## src/rtl/pe_vinsn_queue.sv

```systemverilog
// rtl/pe_vinsn_queue.sv - per-PE vector instruction request queue with duplicate suppression and hazard retirement (optional same-cycle bypass: PE_VINSN_QUEUE_BYPASS_EN)

package pe_pkg;
    localparam int unsigned PkgNrVInsn = 8;

    typedef logic [$clog2(PkgNrVInsn)-1:0] vid_t;

    typedef enum logic [2:0] {
        VFU_Alu       = 3'd0,
        VFU_MFpu      = 3'd1,
        VFU_SlideUnit = 3'd2,
        VFU_MaskUnit  = 3'd3,
        VFU_LoadUnit  = 3'd4,
        VFU_StoreUnit = 3'd5,
        VFU_None      = 3'd6
    } vfu_e;

    typedef struct packed {
        vid_t                  id;
        vfu_e                  vfu;
        logic [7:0]            op;
        logic [PkgNrVInsn-1:0] hazard_vs1;
        logic [PkgNrVInsn-1:0] hazard_vs2;
        logic [PkgNrVInsn-1:0] hazard_vd;
        logic [PkgNrVInsn-1:0] hazard_vm;
        logic [PkgNrVInsn-1:0] vinsn_running;
    } pe_req_t;

    typedef struct packed {
        logic [PkgNrVInsn-1:0] vinsn_done;
    } pe_resp_t;
endpackage

module pe_vinsn_queue
    import pe_pkg::*;
#(
    parameter int unsigned NrVInsn       = PkgNrVInsn,
    parameter int unsigned QueueDepth    = 4,
    parameter logic [7:0]  AcceptVfuMask = 8'b11
) (
    input  logic     clk_i,
    input  logic     rst_ni,
    input  pe_req_t  pe_req_i,
    input  logic     pe_req_valid_i,
    output logic     pe_req_ready_o,
    output pe_resp_t pe_resp_o,
    output pe_req_t  vinsn_o,
    output logic     vinsn_valid_o,
    output logic     vinsn_hazard_free_o,
    input  logic     vinsn_commit_i
);

    localparam int unsigned PtrW = $clog2(QueueDepth);

    // The bitmap widths are fixed by the shared request/response types.
    if (NrVInsn != PkgNrVInsn) begin : g_bad_nrvinsn
        $error("NrVInsn must match pe_pkg::PkgNrVInsn");
    end
    if (QueueDepth < 2 || (QueueDepth & (QueueDepth - 1)) != 0) begin : g_bad_depth
        $error("QueueDepth must be a power of two and at least 2");
    end

    pe_req_t            mem [QueueDepth];
    logic [PtrW-1:0]    rd_ptr, wr_ptr;
    logic [PtrW:0]      cnt;
    logic               acc_flag_q;
    vid_t               acc_id_q;
    logic [NrVInsn-1:0] done_q;

    logic    full, empty, relevant, dup, accept, push, pop, pop_stored, write;
    pe_req_t incoming;

    assign full     = (cnt == (PtrW+1)'(QueueDepth));
    assign empty    = (cnt == '0);
    assign relevant = AcceptVfuMask[pe_req_i.vfu];
    assign dup      = acc_flag_q && (acc_id_q == pe_req_i.id);
    // Handshake completes for irrelevant requests too; they are simply not stored.
    assign accept   = pe_req_valid_i && !full && !dup;
    assign push     = accept && relevant;

    assign pe_req_ready_o       = !full;
    assign pe_resp_o.vinsn_done = done_q;

    // Incoming request with hazards already cleared by this cycle's running vector.
    always_comb begin
        incoming            = pe_req_i;
        incoming.hazard_vs1 = pe_req_i.hazard_vs1 & pe_req_i.vinsn_running;
        incoming.hazard_vs2 = pe_req_i.hazard_vs2 & pe_req_i.vinsn_running;
        incoming.hazard_vd  = pe_req_i.hazard_vd  & pe_req_i.vinsn_running;
        incoming.hazard_vm  = pe_req_i.hazard_vm  & pe_req_i.vinsn_running;
    end

    // Head presentation; with bypass an empty queue forwards the pushing request.
    always_comb begin
        vinsn_o       = empty ? '0 : mem[rd_ptr];
        vinsn_valid_o = !empty;
`ifdef PE_VINSN_QUEUE_BYPASS_EN
        if (empty && push) begin
            vinsn_o       = incoming;
            vinsn_valid_o = 1'b1;
        end
`endif
    end

    assign vinsn_hazard_free_o = ~|{vinsn_o.hazard_vs1, vinsn_o.hazard_vs2,
                                    vinsn_o.hazard_vd, vinsn_o.hazard_vm};

    assign pop        = vinsn_commit_i && vinsn_valid_o;
    assign pop_stored = pop && !empty;
`ifdef PE_VINSN_QUEUE_BYPASS_EN
    // A bypassed request committed in the same cycle never touches storage.
    assign write      = push && !(empty && pop);
`else
    assign write      = push;
`endif

    // Entry storage: retire hazards on every entry, then write the pushed request.
    always_ff @(posedge clk_i) begin
        for (int i = 0; i < QueueDepth; i++) begin
            mem[i].hazard_vs1 <= mem[i].hazard_vs1 & pe_req_i.vinsn_running;
            mem[i].hazard_vs2 <= mem[i].hazard_vs2 & pe_req_i.vinsn_running;
            mem[i].hazard_vd  <= mem[i].hazard_vd  & pe_req_i.vinsn_running;
            mem[i].hazard_vm  <= mem[i].hazard_vm  & pe_req_i.vinsn_running;
        end
        if (write) begin
            mem[wr_ptr] <= incoming;
        end
    end

    // Pointers, occupancy, duplicate tracking and the registered done pulse.
    always_ff @(posedge clk_i) begin
        if (!rst_ni) begin
            rd_ptr     <= '0;
            wr_ptr     <= '0;
            cnt        <= '0;
            acc_flag_q <= 1'b0;
            acc_id_q   <= '0;
            done_q     <= '0;
        end else begin
            if (write) begin
                wr_ptr <= wr_ptr + 1'b1;
            end
            if (pop_stored) begin
                rd_ptr <= rd_ptr + 1'b1;
            end
            case ({write, pop_stored})
                2'b10:   cnt <= cnt + 1'b1;
                2'b01:   cnt <= cnt - 1'b1;
                default: cnt <= cnt;
            endcase
            if (!pe_req_valid_i) begin
                acc_flag_q <= 1'b0;
            end else if (accept) begin
                acc_flag_q <= 1'b1;
                acc_id_q   <= pe_req_i.id;
            end
            done_q <= pop ? (NrVInsn'(1) << vinsn_o.id) : '0;
        end
    end

endmodule

```

## config.mk

```make
export PLATFORM = sky130hd
export DESIGN_NAME = pe_vinsn_queue
export DESIGN_NICKNAME = d
export VERILOG_FILES = /design/src/rtl/pe_vinsn_queue.sv
export SDC_FILE = /design/constraint.sdc
export NUM_CORES = 1
export LEC_CHECK = 0
export CAP_MARGIN = 40
export CORE_UTILIZATION = 45
export DETAILED_ROUTE_END_ITERATION = 10
export GPL_TIMING_DRIVEN = 0
export PLACE_DENSITY = 0.72
export RECOVER_POWER = 50
export SKIP_LAST_GASP = 1
export SLEW_MARGIN = 20
export SYNTH_ARGS = -nofsm -noshare
export SYNTH_HDL_FRONTEND = slang
export SYNTH_SLANG_ARGS = --single-unit
```

## constraint.sdc

```tcl
create_clock -name clk_i -period 3.81 [get_ports clk_i]
set_input_delay 0.762 -clock clk_i [delete_from_list [all_inputs] [get_ports clk_i]]
set_output_delay 0.762 -clock clk_i [all_outputs]
set_load 0.03 [all_outputs]
```

# After elaboration in Yosys (flattened, before gate mapping)

Memory sizes are Yosys's and may differ from the RTL's. A register that Yosys moved wholly into a read port is not among the register bits.
Index checks and enable logic that the tools add are counted.

Output and inout bits: 65
RAM bits: 216
Bits in read-only memories: 8
Register bits after elaboration: 19
Word-level logic and storage cells: 61
Memories: 2
Input bits: 58

Reduce and logical (&&, ||, !) cells: 16
Add/subtract/negate cells: 4
Equal/unequal tests: 4
Shifts and indexed selects: 1
Bitwise operators: 20
Muxes and demuxes: 7
Order comparisons: 1

Memory list:

| name            | words | bits a word | rd ports | clocked after Yosys merged registers in | wr ports | line | RTL |
|---|---|---|---|---|---|---|---|
| mem             | 4     | 54          | 5        | 1                                       | 5        | 63   | `pe_req_t mem [QueueDepth];` |
| (no name shown) | 8     | 1           | 1        | 0                                       | 0        | 75   | `assign relevant = AcceptVfuMask[pe_req_i.vfu];` |

Operators by type and width:

| cell                  | number |
|---|---|
| $and A8 B8 Y8         | 20 |
| $mux W54              | 1 |
| $reduce_or A32 Y1     | 1 |
| $shl A1 B3 Y8 const A | 1 |
| $logic_and A1 B1 Y1   | 6 |
| $pmux W3 S2           | 1 |
| $reduce_and A2 Y1     | 3 |
| $add A2 B1 Y2 const B | 2 |
| $logic_not A1 Y1      | 4 |
| $lt A3 B4 Y1 const B  | 1 |
| $mux W2               | 2 |
| $add A3 B1 Y3 const B | 1 |
| $eq A3 B3 Y1          | 1 |
| $eq A3 B3 Y1 const B  | 1 |
| $logic_not A3 Y1      | 1 |
| $mux W1               | 3 |
| $sub A3 B1 Y3 const B | 1 |
| $eq A2 B1 Y1 const B  | 1 |
| $eq A2 B2 Y1 const B  | 1 |
| $reduce_bool A2 Y1    | 1 |

# Depth between registers and ports, before layout

Gate-level depths: netlist of the first run.

Depth after elaboration: 7
Mapped depth: 12
Depth with buffers taken out: 9

# Worst setup path after synthesis of the first run

Ideal clock, no wire load.

Path type: input to register
Start: in pe_req_i[51] in the netlist's numbering
End: mem mem[0][0] in the netlist's numbering, enable pin
Setup time: 0.401 ns
Data arrival time: 2.450 ns
Setup slack: 0.960 ns
Path buffers: 1
Data required time: 3.409 ns
Cell stages on the path: 5
Path through: xnor2_1 > nand4_1 > clkbuf_1 > nand2_1 > nor2_1

RTL lines:

| item        | line | RTL |
|---|---|---|
| from (decl) | 43   | `input pe_req_t pe_req_i,` |
| to (decl)   | 63   |  |

==> run metrics, run 1 <==
mean area per synthesized cell=~11 sq um; WP buf/inv=3; CP Depth=7; Slew @ Worst Pin=0.9248 ns; pre-CTS setup slack=-0.3125 ns; number of diodes=0; CP max stage delay=~0.57 ns; crit-path leading delay family=simple AND/OR/NAND/NOR gates; Syn Inst Count=approximately 950; core area=23470 sq um; DRC=0; final worst-path setup slack=between 0.05 and 0.06 ns; area of placed instances=roughly 12000 sq um; P&R area growth vs syn=24.27%; status=completed; MaxCap Viol Count=0; GRT Overall Usage=0.3015; final setup violation count=0; Final period util=0.9859; IO buf count=roughly 120; vias in the first global route=9267; later-pin clock latency in the skew report=approximately 0.55 ns; crit-path cells=buf_12 -> buf_12 -> mux4_2 -> nor4_4 -> nand4_1 -> a211oi_2 -> buf_4; Crit path arrival time=2.99 ns; grt ovf=0; Sequential Area=approximately 5600 sq um; die height=~160 microns; Syn Nets=just over 1000; Tmin final=3.756 ns; clk buf depth=3; Final GP Congestion=0.9782; pin count of the biggest net entering global routing=23; Relative slew margins=0.3834; clk_skew=~0.016 ns; die area=24520 sq um; WL per Instance=25.33 microns; initial antenna violation count=0; number of flops mapped to enable cells by yosys=between 80 and 90; final instance area=between 10000 and 15000 sq um; Pre-antenna DRT Iters=7; Synth cell types=37; CTS clock-pin slew for the worst setup and hold paths=0.06 ns; vias per cell=6.586; CTS HTree Levels=1; Post-Syn Area=10750 sq um; Leakage=4.239 nW; #FFs+latches synth=~240; required time of the critical path=3.05 ns; PD cells=529.6 nW/um^2; Clock Sinks=around 240; Critical Path Fanout Max=9; total number of vias=about 9500; Pwr Total=approximately 7.1 mW; Final Hold Viols=0; YS warnings=0; # nets final=1162; WHS Path Cells=2; HPWL Detailed=about 24000 microns; IO Pins=123; CTS tree=done; f_max=approximately 0.27 GHz; Seq/Total Area, Yosys=0.5231; DRT Wirelength=~36000 microns; Synth Flop Type=dfxtp_1; root buffer cell=clkbuf_16; Slowest cell on crit path=mux4_2; Initial Utilization=0.4582; max-slew violation count=0; Num CTS Buffers=26; first-pass GRT wire length=55110 microns; Std-Cell Rows=between 50 and 60; chip width=about 160 microns; R2R depth=12; CP Class=reg -> out; Antenna Nets Post-Route=0; area of the multi-input gates=roughly 4600 sq um; non-filler cells, final=~1400; asr flop ratio synth=0; worst vdd ir=307.9 uV; endpoint class of the critical path=output port; layout cell share with drive strength beyond 1=0.1216; WHS=0.4643 ns; Placed Cells incl. Taps=between 1000 and 1500; Hold/Removal Path Class=reg -> reg; most frequent CP cell=buf_12; DR iter-0 viols=approximately 1400; fill count=around 2000; crit path launch type=register
==> per-layer routing <==
layer  wire length, microns  global-route usage  up-vias
li1                       -                   -     4032
met1                  13600              0.3884     4529
met2                  15930              0.4543      719
met3                   4691             0.09000      184
met4                   2177              0.1657        0
met5                      0                   0        -
==> report_power, final <==
part	internal, mW	switching, mW
Sequential	2.68	0.0287
Clock	1.57	1.05
Combinational	0.696	1.06
Total	4.94	2.13
==> cell usage in the layout (no fill, tap or decap), drive strengths merged, types with 8 or more instances in the layout <==
cell type	n
nand4	132
mux4	54
nand3	8
and2	56
clkdlybuf4s50	90
clkbuf	111
o21ai	12
inv	20
edfxtp	88
a21oi	128
o31ai	128
buf	42
clkinv	8
nand2	10
nor2	11
dfxtp	149
dlygate4sd3	31
==> final timing paths <==
path / from / to / slack (ns)
worst max-delay path: register / vinsn_hazard_free_o / 0.05
worst min register to register: mem[1][27] / mem[1][27] / 0.46
worst max register to register: cnt[2] / cnt[2] / 0.41
worst min-delay path: mem[1][27] / mem[1][27] / 0.46
==> through the flow <==
step | util | setup TNS [ns]
6_report | 0.5694 | 0
5_1_grt | 0.5694 | -0.004001
4_1_cts | 0.5670 | 0
3_5_place_dp | 0.5285 | -1.457
3_3_place_gp | 0.5272 | -80.82
2_1_floorplan | - | 0
==> flip-flops by register name (all words and copies together) (netlist names), named ones only <==
register    cells
rd_ptr          2
wr_ptr          2
acc_id_q        3
cnt             3
pe_resp_o       8
mem           216
acc_flag_q      1
==> cells in the mapped netlist (3+ instances only) <==
cell type	number	share of area
buf_1	8	0.0028
xnor2_1	6	0.0049
edfxtp_1	88	0.25
inv_1	19	0.0066
a21boi_0	5	0.0035
nor2_1	11	0.0038
mux4_2	47	0.098
o31ai_1	128	0.089
clkbuf_1	69	0.024
buf_4	10	0.0070
a21oi_1	128	0.060
mux4_1	7	0.017
dfxtp_1	149	0.28
nand3_1	8	0.0037
nor4_1	3	0.0017
and2_1	56	0.033
buf_2	25	0.012
o21ai_0	12	0.0056
ha_1	5	0.0058
nand2_1	10	0.0035
nand4_1	132	0.077
buf_6	3	0.0031
==> cell families after synthesis <==
kind of cell,after synthesis,synth area share
compound gates,276,0.1608
xor+xnor,7,0.005701
fa+ha+maj,6,0.007679
buf+inv,135,0.05713
flops,237,0.5231
mux,54,0.1155
simple gates,232,0.1301
==> tightest hold or removal path, delay by kind of cell, from the launching register on <==
kind | cells | cell delay (ns)
compound gates | 2 | 0.12
flops | 1 | 0.30
==> cell type report <==
class | instances | area share
multi-input cells | 575 | 0.3421
plain buffers | 115 | 0.04251
inverters | 19 | 0.005337
repair buffers | 124 | 0.09325
clock buffers | 35 | 0.05271
clock inverters | 13 | 0.01320
flip-flops and latches | 237 | 0.4210
well taps | 319 | 0.02987
==> timing repair <==
action,4_1_cts,5_1_grt
setup endpoints to repair,13,44
gates resized for setup,14,13
hold buffers,0,0
pin swaps,2,3
buffers inserted,0,2
endpoints found under the hold margin,0,0
Note: power is estimated with default switching activity, not from simulation.
==> inputs of run 2 (changes only) <==
Settings changed: ABC_AREA set to 1, CORE_ASPECT_RATIO set to 1.4, GPL_ROUTABILITY_DRIVEN set to 0.
==> run 2 against run 1 <==
Net effect: cell area is 2.6% lower; first-iteration DRC count shrank 37%; register-to-register slack improved by 0.73 ns; via count is 3.1% higher; power shrank 7.0%; worst hold slack improved by 0.0022 ns; synthesized cell count increased by 48%.
==> run metrics, run 2 <==
status=completed (unchanged); Std-Cell Rows=66 (was 56); chip width=132.5 microns (was 156.6 microns); vias per cell=5.218 (was 6.586); CTS HTree Levels=1 (unchanged); pre-CTS setup slack=0.4521 ns (was -0.3125 ns); MaxCap Viol Count=0 (unchanged); Worst Hold Launch=rd_ptr[1] (was mem[1][27]); DRC=0 (unchanged); Slew @ Worst Pin=0.8524 ns (was 0.9248 ns); crit path launch type=register (unchanged); root buffer cell=clkbuf_16 (unchanged); P&R area growth vs syn=21.26% (was 24.27%); endpoint class of the critical path=output port (unchanged); Syn Nets=1464 (was 1011); most frequent cells in the layout=nand2_1 (506), nand3_1 (177), dfxtp_1 (149) (was dfxtp_1 (148), nand4_1 (132), o31ai_1 (128), a21oi_1 (128), clkdlybuf4s50_1 (90)); die area=24480 sq um (was 24520 sq um); number of flops mapped to enable cells by yosys=88 (unchanged); later-pin clock latency in the skew report=0.52 ns (was 0.55 ns); max-slew violation count=0 (unchanged); Synth area leaders=dfxtp_1 (28%), edfxtp_1 (25%), nand2_1 (18%) (was dfxtp_1 (28%), edfxtp_1 (25%), mux4_2 (9.8%)); Yosys top cell by area=dfxtp_1 (unchanged); GRT Overall Usage=0.2724 (was 0.3015); HPWL Detailed=22020 microns (was 24230 microns); Relative slew margins=0.4317 (was 0.3834); IO buf count=122 (unchanged); asr flop ratio synth=0 (unchanged); Antenna Nets Post-Route=0 (unchanged); WL per Instance=17.77 microns (was 25.33 microns); crit-path cells=buf_6 -> buf_4 -> buf_2 -> buf_2 -> nor2_1 -> nor2_1 -> o21ai_0 -> a21oi_1 -> clkdlybuf4s50_1 (was buf_12 -> buf_12 -> mux4_2 -> nor4_4 -> nand4_1 -> a211oi_2 -> buf_4); clk buf depth=3 (unchanged); # nets final=1610 (was 1162); die height=184.7 microns (was 156.6 microns); RR Endpoint=mem[3][33] (was cnt[2]); Seq/Total Area, Yosys=0.5241 (was 0.5231); postcts setup bufs=0 (unchanged); post-cts hold buffer count=0 (unchanged); first-pass GRT wire length=50600 microns (was 55110 microns); Num CTS Buffers=23 (was 26); Crit path arrival time=2.92 ns (was 2.99 ns); area fraction of the dominant cell type after synthesis=0.2779 (was 0.2774); CTS clock-pin slew for the worst setup and hold paths=0.06 ns (about the same); DRT Wirelength=33220 microns (was 36400 microns); Final TNS setup=0 ns (unchanged); PD cells=506.0 nW/um^2 (was 529.6 nW/um^2); Final Hold Viols=0 (unchanged); Synth cell types=28 (was 37); worst vdd ir=411.4 uV (was 307.9 uV); vias in the first global route=9281 (was 9267); WHS Path Cells=2 (unchanged); CP Class=reg -> out (unchanged); reg-to-reg setup timing slack=1.14 ns (was 0.41 ns); Clock Sinks=237 (unchanged); Pre-antenna DRT Iters=7 (unchanged); grt ovf=0 (unchanged); layout cell share with drive strength beyond 1=0.06082 (was 0.1216); Biggest register=mem (unchanged); mean area per synthesized cell=7.666 sq um (was 11.36 sq um); core area=23290 sq um (was 23470 sq um); Syn Inst Count=1400 (was 947); initial antenna violation count=0 (unchanged); most common cell after layout, fill and taps aside=nand2_1 (was dfxtp_1); total number of vias=9757 (was 9464); f_max=0.2716 GHz (was 0.2662 GHz); IO Pins=123 (unchanged); YS warnings=0 (unchanged); Post-Syn Area=10730 sq um (was 10750 sq um); Tmin final=3.682 ns (was 3.756 ns); Critical Path Fanout Max=10 (was 9); Commonest cells post-synth=nand2_1 (506), nand3_1 (173), dfxtp_1 (149) (was dfxtp_1 (149), nand4_1 (132), a21oi_1 (128), o31ai_1 (128), edfxtp_1 (88)); RR Startpoint=cnt[1] (was cnt[2]); final setup violation count=0 (unchanged); Slowest cell on crit path=clkdlybuf4s50_1 (was mux4_2); Final period util=0.9664 (was 0.9859); CP max stage delay=0.68 ns (was 0.57 ns); Synth Flop Type=dfxtp_1 (unchanged); pin count of the biggest net entering global routing=32 (was 23); R2R depth=10 (was 12); final worst-path setup slack=0.1280 ns (was 0.05372 ns); clk_skew=0.02240 ns (was 0.01591 ns); RSZ-0062 raised after global routing=true; CTS tree=done (unchanged); DR iter-0 viols=869 (was 1369); required time of the critical path=3.05 ns (about the same); Hold/Removal Path Class=reg -> reg (unchanged); top-count cell post-synth=nand2_1 (was dfxtp_1); Initial Utilization=0.4609 (was 0.4582); Leakage=5.960 nW (was 4.239 nW); max reg flops=216 (unchanged); #FFs+latches synth=237 (unchanged)
==> run 2: layer usage <==
layer  vias to the layer above  track usage  wire length [microns]
met5                         -            0                      0
met4                         0       0.1214                   1517
met3                        99      0.04070                   2803
met2                       469       0.4901                  16220
met1                      4478       0.3196                  12680
li1                       4711            -                      -
==> run 2: cell type report <==
| class | count | area, sq um |
|---|---|---|
| flip-flops and latches | 237 | 5625 |
| well taps | 306 | 382.9 |
| clock buffers | 29 | 618.1 |
| multi-input cells | 940 | 3991 |
| plain buffers | 82 | 462.9 |
| repair buffers | 122 | 1230 |
| fillers | 2211 | 10270 |
| diodes | 2 | 5.005 |
| inverters | 140 | 535.5 |
| clock inverters | 12 | 163.9 |
==> run 2: metrics by stage <==
step | hold slack [ns] | util | instances | total power [mW] | area (sq um)
6_report | 0.4664 | 0.5589 | 1870 | 6.585 | 13020
2_1_floorplan | 0.4356 | - | 1400 | 3.639 | 10730
5_1_grt | 0.4790 | 0.5587 | 1868 | 6.819 | 13010
3_3_place_gp | 0.4497 | 0.5298 | 1828 | 4.244 | 12340
3_5_place_dp | 0.4564 | 0.5298 | 1828 | 4.255 | 12340
4_1_cts | 0.4673 | 0.5632 | 1868 | 6.597 | 13120
==> run 2: power by group <==
group | switching, mW | leakage [nW] | total, mW | internal [mW]
logic | 1.03 | 3.59 | 1.51 | 0.484
registers | 0.0188 | 2.00 | 2.69 | 2.67
clock network | 0.968 | 0.375 | 2.39 | 1.42
==> run 2: cell families (layout without fill, tap and decap cells) <==
kind of cell / Yosys count / after routing / synth area share
AO/OA/AOI/OAI: 121 / 121 / 0.05747
XOR/XNOR: 1 / 1 / 0.0008162
adder cells (fa/ha/maj): 6 / 6 / 0.007694
buffers and inverters: 223 / 385 / 0.09897
flip-flops: 237 / 237 / 0.5241
other: 0 / 2 / 0
AND/OR/NAND/NOR: 812 / 812 / 0.3109
==> run 2: worst max-delay path, delay by kind of cell (launching register included) <==
family | cells | cell delay (ns)
flip-flops | 1 | 0.32
AO/OA/AOI/OAI | 2 | 0.28
AND/OR/NAND/NOR | 2 | 0.19
buffers and inverters | 5 | 1.62
==> run 2: what timing repair did <==
item / 4_1_cts / 5_1_grt
pin swaps: 0 / 0
resized for setup: 3 / 7
cloned: 0 / 0
setup endpoints to repair: 19 / 12
==> run 2: worst max-delay path by stage <==
stage	from	to	cells past startpoint
final	register	vinsn_o[41]	9
after global routing	register	vinsn_o[43]	9
after global placement	cnt[0]	vinsn_o[9]	7
after detailed placement	cnt[0]	vinsn_o[9]	7
after CTS	cnt[0]	vinsn_o[40]	7
after floorplan	pe_req_i[51]	cnt[2]	13
